==> config.mk <==
export PLATFORM = sky130hd
export DESIGN_NAME = transmit
export DESIGN_NICKNAME = d
export VERILOG_FILES = /design/src/rtl/transmit.sv
export SDC_FILE = /design/constraint.sdc
export NUM_CORES = 1
export LEC_CHECK = 0
export CAP_MARGIN = 20
export CORE_AREA = 2 2 55 57
export CTS_CLUSTER_SIZE = 30
export DETAILED_ROUTE_END_ITERATION = 12
export DIE_AREA = 0 0 57 59
export GPL_TIMING_DRIVEN = 0
export PLACE_DENSITY = 0.77
export SLEW_MARGIN = 25
export SYNTH_ARGS = -nofsm -noshare
export SYNTH_HDL_FRONTEND = slang
export SYNTH_SLANG_ARGS = --single-unit
==> constraint.sdc <==
create_clock -name clk -period 2.25 [get_ports clk]
set_input_delay 0.3375 -clock clk [delete_from_list [all_inputs] [get_ports clk]]
set_output_delay 0.3375 -clock clk [all_outputs]
set_load 0.02 [all_outputs]
==> src/rtl/transmit.sv <==
// UART transmitter: 16x-oversampled framing with a one-byte holding register (double buffered).
// Optional even-parity bit after the data bits when TX_PARITY_EN is defined.
module transmit (
  input  logic       clk,
  input  logic       rst,
  input  logic       b_en,
  input  logic       i_iocs,
  input  logic       i_iorw,
  input  logic [7:0] i_data,
  output logic       o_tx,
  output logic       o_tbr
);

  // state  | meaning
  // IDLE   | line high, waiting for a full holding register
  // START  | start bit (0)
  // DATA   | data bits, LSB first
  // PARITY | even parity of the 8 data bits (TX_PARITY_EN only)
  // STOP   | stop bit (1); chains straight into START if a byte is held
  typedef enum logic [2:0] {
    ST_IDLE   = 3'd0,
    ST_START  = 3'd1,
    ST_DATA   = 3'd2,
`ifdef TX_PARITY_EN
    ST_PARITY = 3'd3,
`endif
    ST_STOP   = 3'd4
  } state_t;

  state_t      r_state, w_state_n;
  logic [3:0]  r_tick, w_tick_n;
  logic [2:0]  r_idx, w_idx_n;
  logic [7:0]  r_shift, w_shift_n;
  logic [7:0]  r_hold;
  logic        r_full;
  logic        r_tx, w_tx_n;
  logic        w_load;
  logic        w_wr;
  logic        w_bit_done;
`ifdef TX_PARITY_EN
  logic        r_par;
`endif

  assign w_wr       = i_iocs & ~i_iorw & ~r_full;
  assign w_bit_done = b_en & (r_tick == 4'hF);

  always_comb begin
    w_state_n = r_state;
    w_tick_n  = r_tick;
    w_idx_n   = r_idx;
    w_shift_n = r_shift;
    w_tx_n    = r_tx;
    w_load    = 1'b0;
    if ((r_state != ST_IDLE) && b_en)
      w_tick_n = r_tick + 4'd1;
    case (r_state)
      ST_IDLE: begin
        w_tick_n = 4'd0;
        w_tx_n   = 1'b1;
        if (r_full) begin
          w_load    = 1'b1;
          w_shift_n = r_hold;
          w_state_n = ST_START;
          w_tx_n    = 1'b0;
        end
      end
      ST_START: begin
        if (w_bit_done) begin
          w_state_n = ST_DATA;
          w_idx_n   = 3'd0;
          w_tx_n    = r_shift[0];
        end
      end
      ST_DATA: begin
        if (w_bit_done) begin
          w_shift_n = {1'b0, r_shift[7:1]};
          if (r_idx == 3'd7) begin
`ifdef TX_PARITY_EN
            w_state_n = ST_PARITY;
            w_tx_n    = r_par;
`else
            w_state_n = ST_STOP;
            w_tx_n    = 1'b1;
`endif
          end else begin
            w_idx_n = r_idx + 3'd1;
            w_tx_n  = r_shift[1];
          end
        end
      end
`ifdef TX_PARITY_EN
      ST_PARITY: begin
        if (w_bit_done) begin
          w_state_n = ST_STOP;
          w_tx_n    = 1'b1;
        end
      end
`endif
      ST_STOP: begin
        if (w_bit_done) begin
          if (r_full) begin
            w_load    = 1'b1;
            w_shift_n = r_hold;
            w_state_n = ST_START;
            w_tx_n    = 1'b0;
          end else begin
            w_state_n = ST_IDLE;
            w_tx_n    = 1'b1;
          end
        end
      end
      default: begin
        w_state_n = ST_IDLE;
        w_tx_n    = 1'b1;
      end
    endcase
  end

  always_ff @(posedge clk or posedge rst) begin
    if (rst) begin
      r_state <= ST_IDLE;
      r_tick  <= 4'd0;
      r_idx   <= 3'd0;
      r_shift <= 8'd0;
      r_hold  <= 8'd0;
      r_full  <= 1'b0;
      r_tx    <= 1'b1;
    end else begin
      r_state <= w_state_n;
      r_tick  <= w_tick_n;
      r_idx   <= w_idx_n;
      r_shift <= w_shift_n;
      r_tx    <= w_tx_n;
      // load and write-accept are exclusive: one needs a full buffer, the other an empty one
      if (w_load)
        r_full <= 1'b0;
      else if (w_wr) begin
        r_full <= 1'b1;
        r_hold <= i_data;
      end
    end
  end

`ifdef TX_PARITY_EN
  // parity captured at load since the shift register is consumed during DATA
  always_ff @(posedge clk or posedge rst) begin
    if (rst)
      r_par <= 1'b0;
    else if (w_load)
      r_par <= ^r_hold;
  end
`endif

  assign o_tx  = r_tx;
  assign o_tbr = ~r_full;

endmodule

==> out/metrics.json <==
{
  "status": {"value": "finished clean"},
  "synth_area_leader_cell": {"value": "sky130_fd_sc_hd__dfrtp_1"},
  "number_of_instances_in_the_synthesized_netlist": {"value": 114},
  "post_detailed_route_count_of_antenna_violating_nets": {"value": 0},
  "post_detailed_route_via_to_cell_ratio": {"value": 5.45},
  "synthMostInstantiatedCell": {"value": "sky130_fd_sc_hd__dfrtp_1"},
  "grt_start_max_net_pins": {"value": 29},
  "rsz0062_at_grt": {"value": "no"},
  "core_region_area": {"value": 2710, "unit": "um2"},
  "max-vdd-ir-drop": {"value": 0.828, "unit": "mV"},
  "io-pin-count": {"value": 15},
  "cts_tree": {"value": "yes"},
  "detailedRoute.firstIterationViolations": {"value": 7},
  "global_route.usage.total": {"value": 15.2, "unit": "%"},
  "setup_violations": {"value": 0},
  "synth.top_cell.area_share": {"value": 47.7, "unit": "%"},
  "postCtsSetupRepairBufs": {"value": 0},
  "floorplan.initialDensity": {"value": 52.2, "unit": "%"},
  "placedInstanceArea": {"value": 1590, "unit": "um2"},
  "tightestPinTransition": {"value": 0.742, "unit": "ns"},
  "diodes": {"value": 0},
  "area_growth_syn_to_layout": {"value": 14.5, "unit": "%"},
  "synth-warning-count": {"value": 0},
  "numPortBuffers": {"value": 14},
  "synthesis.area_per_instance": {"value": 12.4, "unit": "um2"},
  "crit_type": {"value": "flip-flop to flip-flop"},
  "postCtsResizedCells": {"value": 0},
  "synth-edff-count": {"value": 0},
  "num_rows": {"value": 19},
  "final_cells": {"value": 163},
  "totalWireLength": {"value": 2220, "unit": "um"},
  "vias": {"value": 889},
  "synth-async-reset-ratio": {"value": 100, "unit": "%"},
  "post-route-period-util": {"value": 86.2, "unit": "%"},
  "worstReg2RegStart": {"value": "r_tick[0]$_DFFE_PP0P_"},
  "power-per-cell-area": {"value": 1040, "unit": "nW/um2"},
  "cts_sinks": {"value": 28},
  "post-dp-hpwl": {"value": 1650, "unit": "um"},
  "floorplan.die.width": {"value": 57, "unit": "um"},
  "timing.slew.headroom": {"value": 50.3, "unit": "%"},
  "use_met1": {"value": 18.8, "unit": "%"},
  "highest_achievable_clock_rate": {"value": 0.515, "unit": "GHz"},
  "cts_buf_count": {"value": 3},
  "predominant_post_synthesis_flop_cell": {"value": "sky130_fd_sc_hd__dfrtp_1"},
  "finish.instance_area": {"value": 1620, "unit": "um2"},
  "max-cap-violations": {"value": 0},
  "grt_pass1_wl": {"value": 3860, "unit": "um"},
  "clockBufferDepth": {"value": 2},
  "via_count_of_the_first_global_routing_pass": {"value": 876},
  "clock_tree.htree_level_count": {"value": 1},
  "maxSlewViolCount": {"value": 0},
  "critPathArrivalTime": {"value": 2.16, "unit": "ns"},
  "cts-hold-fix-buffers": {"value": 0},
  "hold_class": {"value": "input pin to async pin"},
  "synth.top_cells.by_area": {"value": "sky130_fd_sc_hd__dfrtp_1, sky130_fd_sc_hd__mux2_2, sky130_fd_sc_hd__mux2_4, sky130_fd_sc_hd__nor2_1, sky130_fd_sc_hd__mux2i_1"},
  "finalPower": {"value": 1.69, "unit": "mW"},
  "route.detailed.drc": {"value": 0},
  "critical_path.startpoint_type": {"value": "flip-flop"},
  "synth-seq-area-share": {"value": 49.6, "unit": "%"},
  "finalNetCount": {"value": 149},
  "top_usage_layer": {"value": "met2"},
  "tns": {"value": 0, "unit": "ns"},
  "timing.critical_path.fanout_max": {"value": 7},
  "postSynthNetCount": {"value": 130},
  "root_buffer": {"value": "sky130_fd_sc_hd__clkbuf_4"},
  "firstDrtPassIters": {"value": 4},
  "ff2ff_path_depth": {"value": 5},
  "ys_top_cells_by_count": {"value": "sky130_fd_sc_hd__dfrtp_1, sky130_fd_sc_hd__mux2_2, sky130_fd_sc_hd__nor2_1, sky130_fd_sc_hd__mux2_4, sky130_fd_sc_hd__nand2_1"},
  "gr-usage-met3": {"value": 1.97, "unit": "%"},
  "hold_viol": {"value": 0},
  "grt_overflow_total": {"value": 0},
  "worstSetupStartpoint": {"value": "r_tick[0]$_DFFE_PP0P_"},
  "synth_seq_cells": {"value": 28},
  "use_met2": {"value": 26.3, "unit": "%"},
  "die_y": {"value": 59, "unit": "um"},
  "routed_wire_length_per_instance": {"value": 13.6, "unit": "um"},
  "dpl.cell_count": {"value": 159},
  "antenna_found_initial": {"value": 0},
  "power.leakage": {"value": 0.739, "unit": "nW"},
  "dieArea": {"value": 3360, "unit": "um2"},
  "cp-end-kind": {"value": "flip-flop"},
  "synth.cell_area": {"value": 1420, "unit": "um2"},
  "required": {"value": 2.46, "unit": "ns"},
  "share_of_post_route_cells_with_drive_strength_above_1": {"value": 31.8, "unit": "%"},
  "path_clk_slew": {"value": 0.14, "unit": "ns"},
  "finalCriticalPeriod": {"value": 1.94, "unit": "ns"},
  "gp_congestion": {"value": 0.743},
  "skew": {"value": 0.0133, "unit": "ns"},
  "yosysUniqueCellTypes": {"value": 32},
  "worstSkewPairLatency": {"value": 0.33, "unit": "ns"}
}
==> state kept, by name, indices dropped and copies added (netlist names) <==
| register | cells |
|---|---|
| r_hold | 8 |
| r_state | 3 |
| r_idx | 3 |
| r_tick | 4 |
| r_full | 1 |
| r_shift | 8 |
| o_tx | 1 |
==> layer usage <==
metal,vias up,part of all wire (%)
met5,-,0
met4,0,2.3
met3,4,3.1
met2,14,49
met1,438,45
li1,433,-
==> worst paths after layout <==
path                                               end  slack, ns
worst max-delay path            r_shift[6]$_DFFE_PP0P_       0.31
worst min-delay path            r_state[1]$_DFFE_PP0P_       0.37
worst max register to register  r_shift[6]$_DFFE_PP0P_       0.31
worst min register to register   r_hold[4]$_DFFE_PP0P_       0.52
max in group asynchronous             o_tx$_DFFE_PP1P_       1.49
min in group clk                 r_hold[4]$_DFFE_PP0P_       0.52
==> through the flow <==
stage / hold slack [ns] / util [%] / setup slack, ns
final: 0.369 / 59.8 / 0.309
after global routing: 0.435 / 59.8 / 0.244
after CTS: 0.524 / 59.8 / 0.301
after detailed placement: 0.489 / 58.8 / 0.00929
after global placement: 0.486 / 58.8 / 0.0445
after floorplan: 0.402 / - / 0.470
==> power breakdown <==
part	switching (mW)	internal [mW]	total, mW	leakage (nW)
sequential	0.137	0.727	0.864	0.336
combinational	0.239	0.377	0.615	0.388
clock	0.137	0.0694	0.207	0.0150
total	0.512	1.17	1.69	0.739
==> critical path, cell delays in order, from the launching register on <==
cell	delay [ns]
sky130_fd_sc_hd__dfrtp_1	0.43
sky130_fd_sc_hd__ha_1	0.24
sky130_fd_sc_hd__and4_4	0.17
sky130_fd_sc_hd__buf_6	0.13
sky130_fd_sc_hd__a211oi_4	0.52
sky130_fd_sc_hd__mux2_4	0.35
==> final cells by class <==
cell class | count | area [um2]
Inverter | 5 | 18.8
Timing Repair Buffer | 14 | 140
Multi-Input combinational cell | 76 | 661
Clock buffer | 4 | 26.3
Tap cell | 31 | 38.8
Sequential cell | 28 | 702
Fill cell | 237 | 1090
Buffer | 5 | 33.8
==> cells in the final DEF, fill, tap and decap left out, types with 2 or more instances in the layout <==
master and count:
sky130_fd_sc_hd__ha_1 3, sky130_fd_sc_hd__buf_2 3, sky130_fd_sc_hd__nand3_1 2, sky130_fd_sc_hd__xor2_1 2, sky130_fd_sc_hd__mux2_2 17, sky130_fd_sc_hd__nor4_2 2, sky130_fd_sc_hd__nor3_1 2, sky130_fd_sc_hd__mux2i_1 4
sky130_fd_sc_hd__a21oi_1 4, sky130_fd_sc_hd__nand2_1 6, sky130_fd_sc_hd__nor2_1 11, sky130_fd_sc_hd__nand4_1 2, sky130_fd_sc_hd__clkdlybuf4s50_1 14, sky130_fd_sc_hd__inv_1 4, sky130_fd_sc_hd__clkbuf_4 3, sky130_fd_sc_hd__mux2_4 7
sky130_fd_sc_hd__dfrtp_1 27
==> kinds of logic (layout without fill, tap and decap cells) <==
kind of cell,count (synthesis),in the layout,synth area share (%)
simple gates,31,31,12.2
xor+xnor,3,3,1.86
flops,28,28,49.6
mux,28,28,23.8
buf+inv,10,28,3.71
compound gates,11,11,6.19
fa+ha+maj,3,3,2.65
No activity file was read; power rests on OpenSTA's default activity.
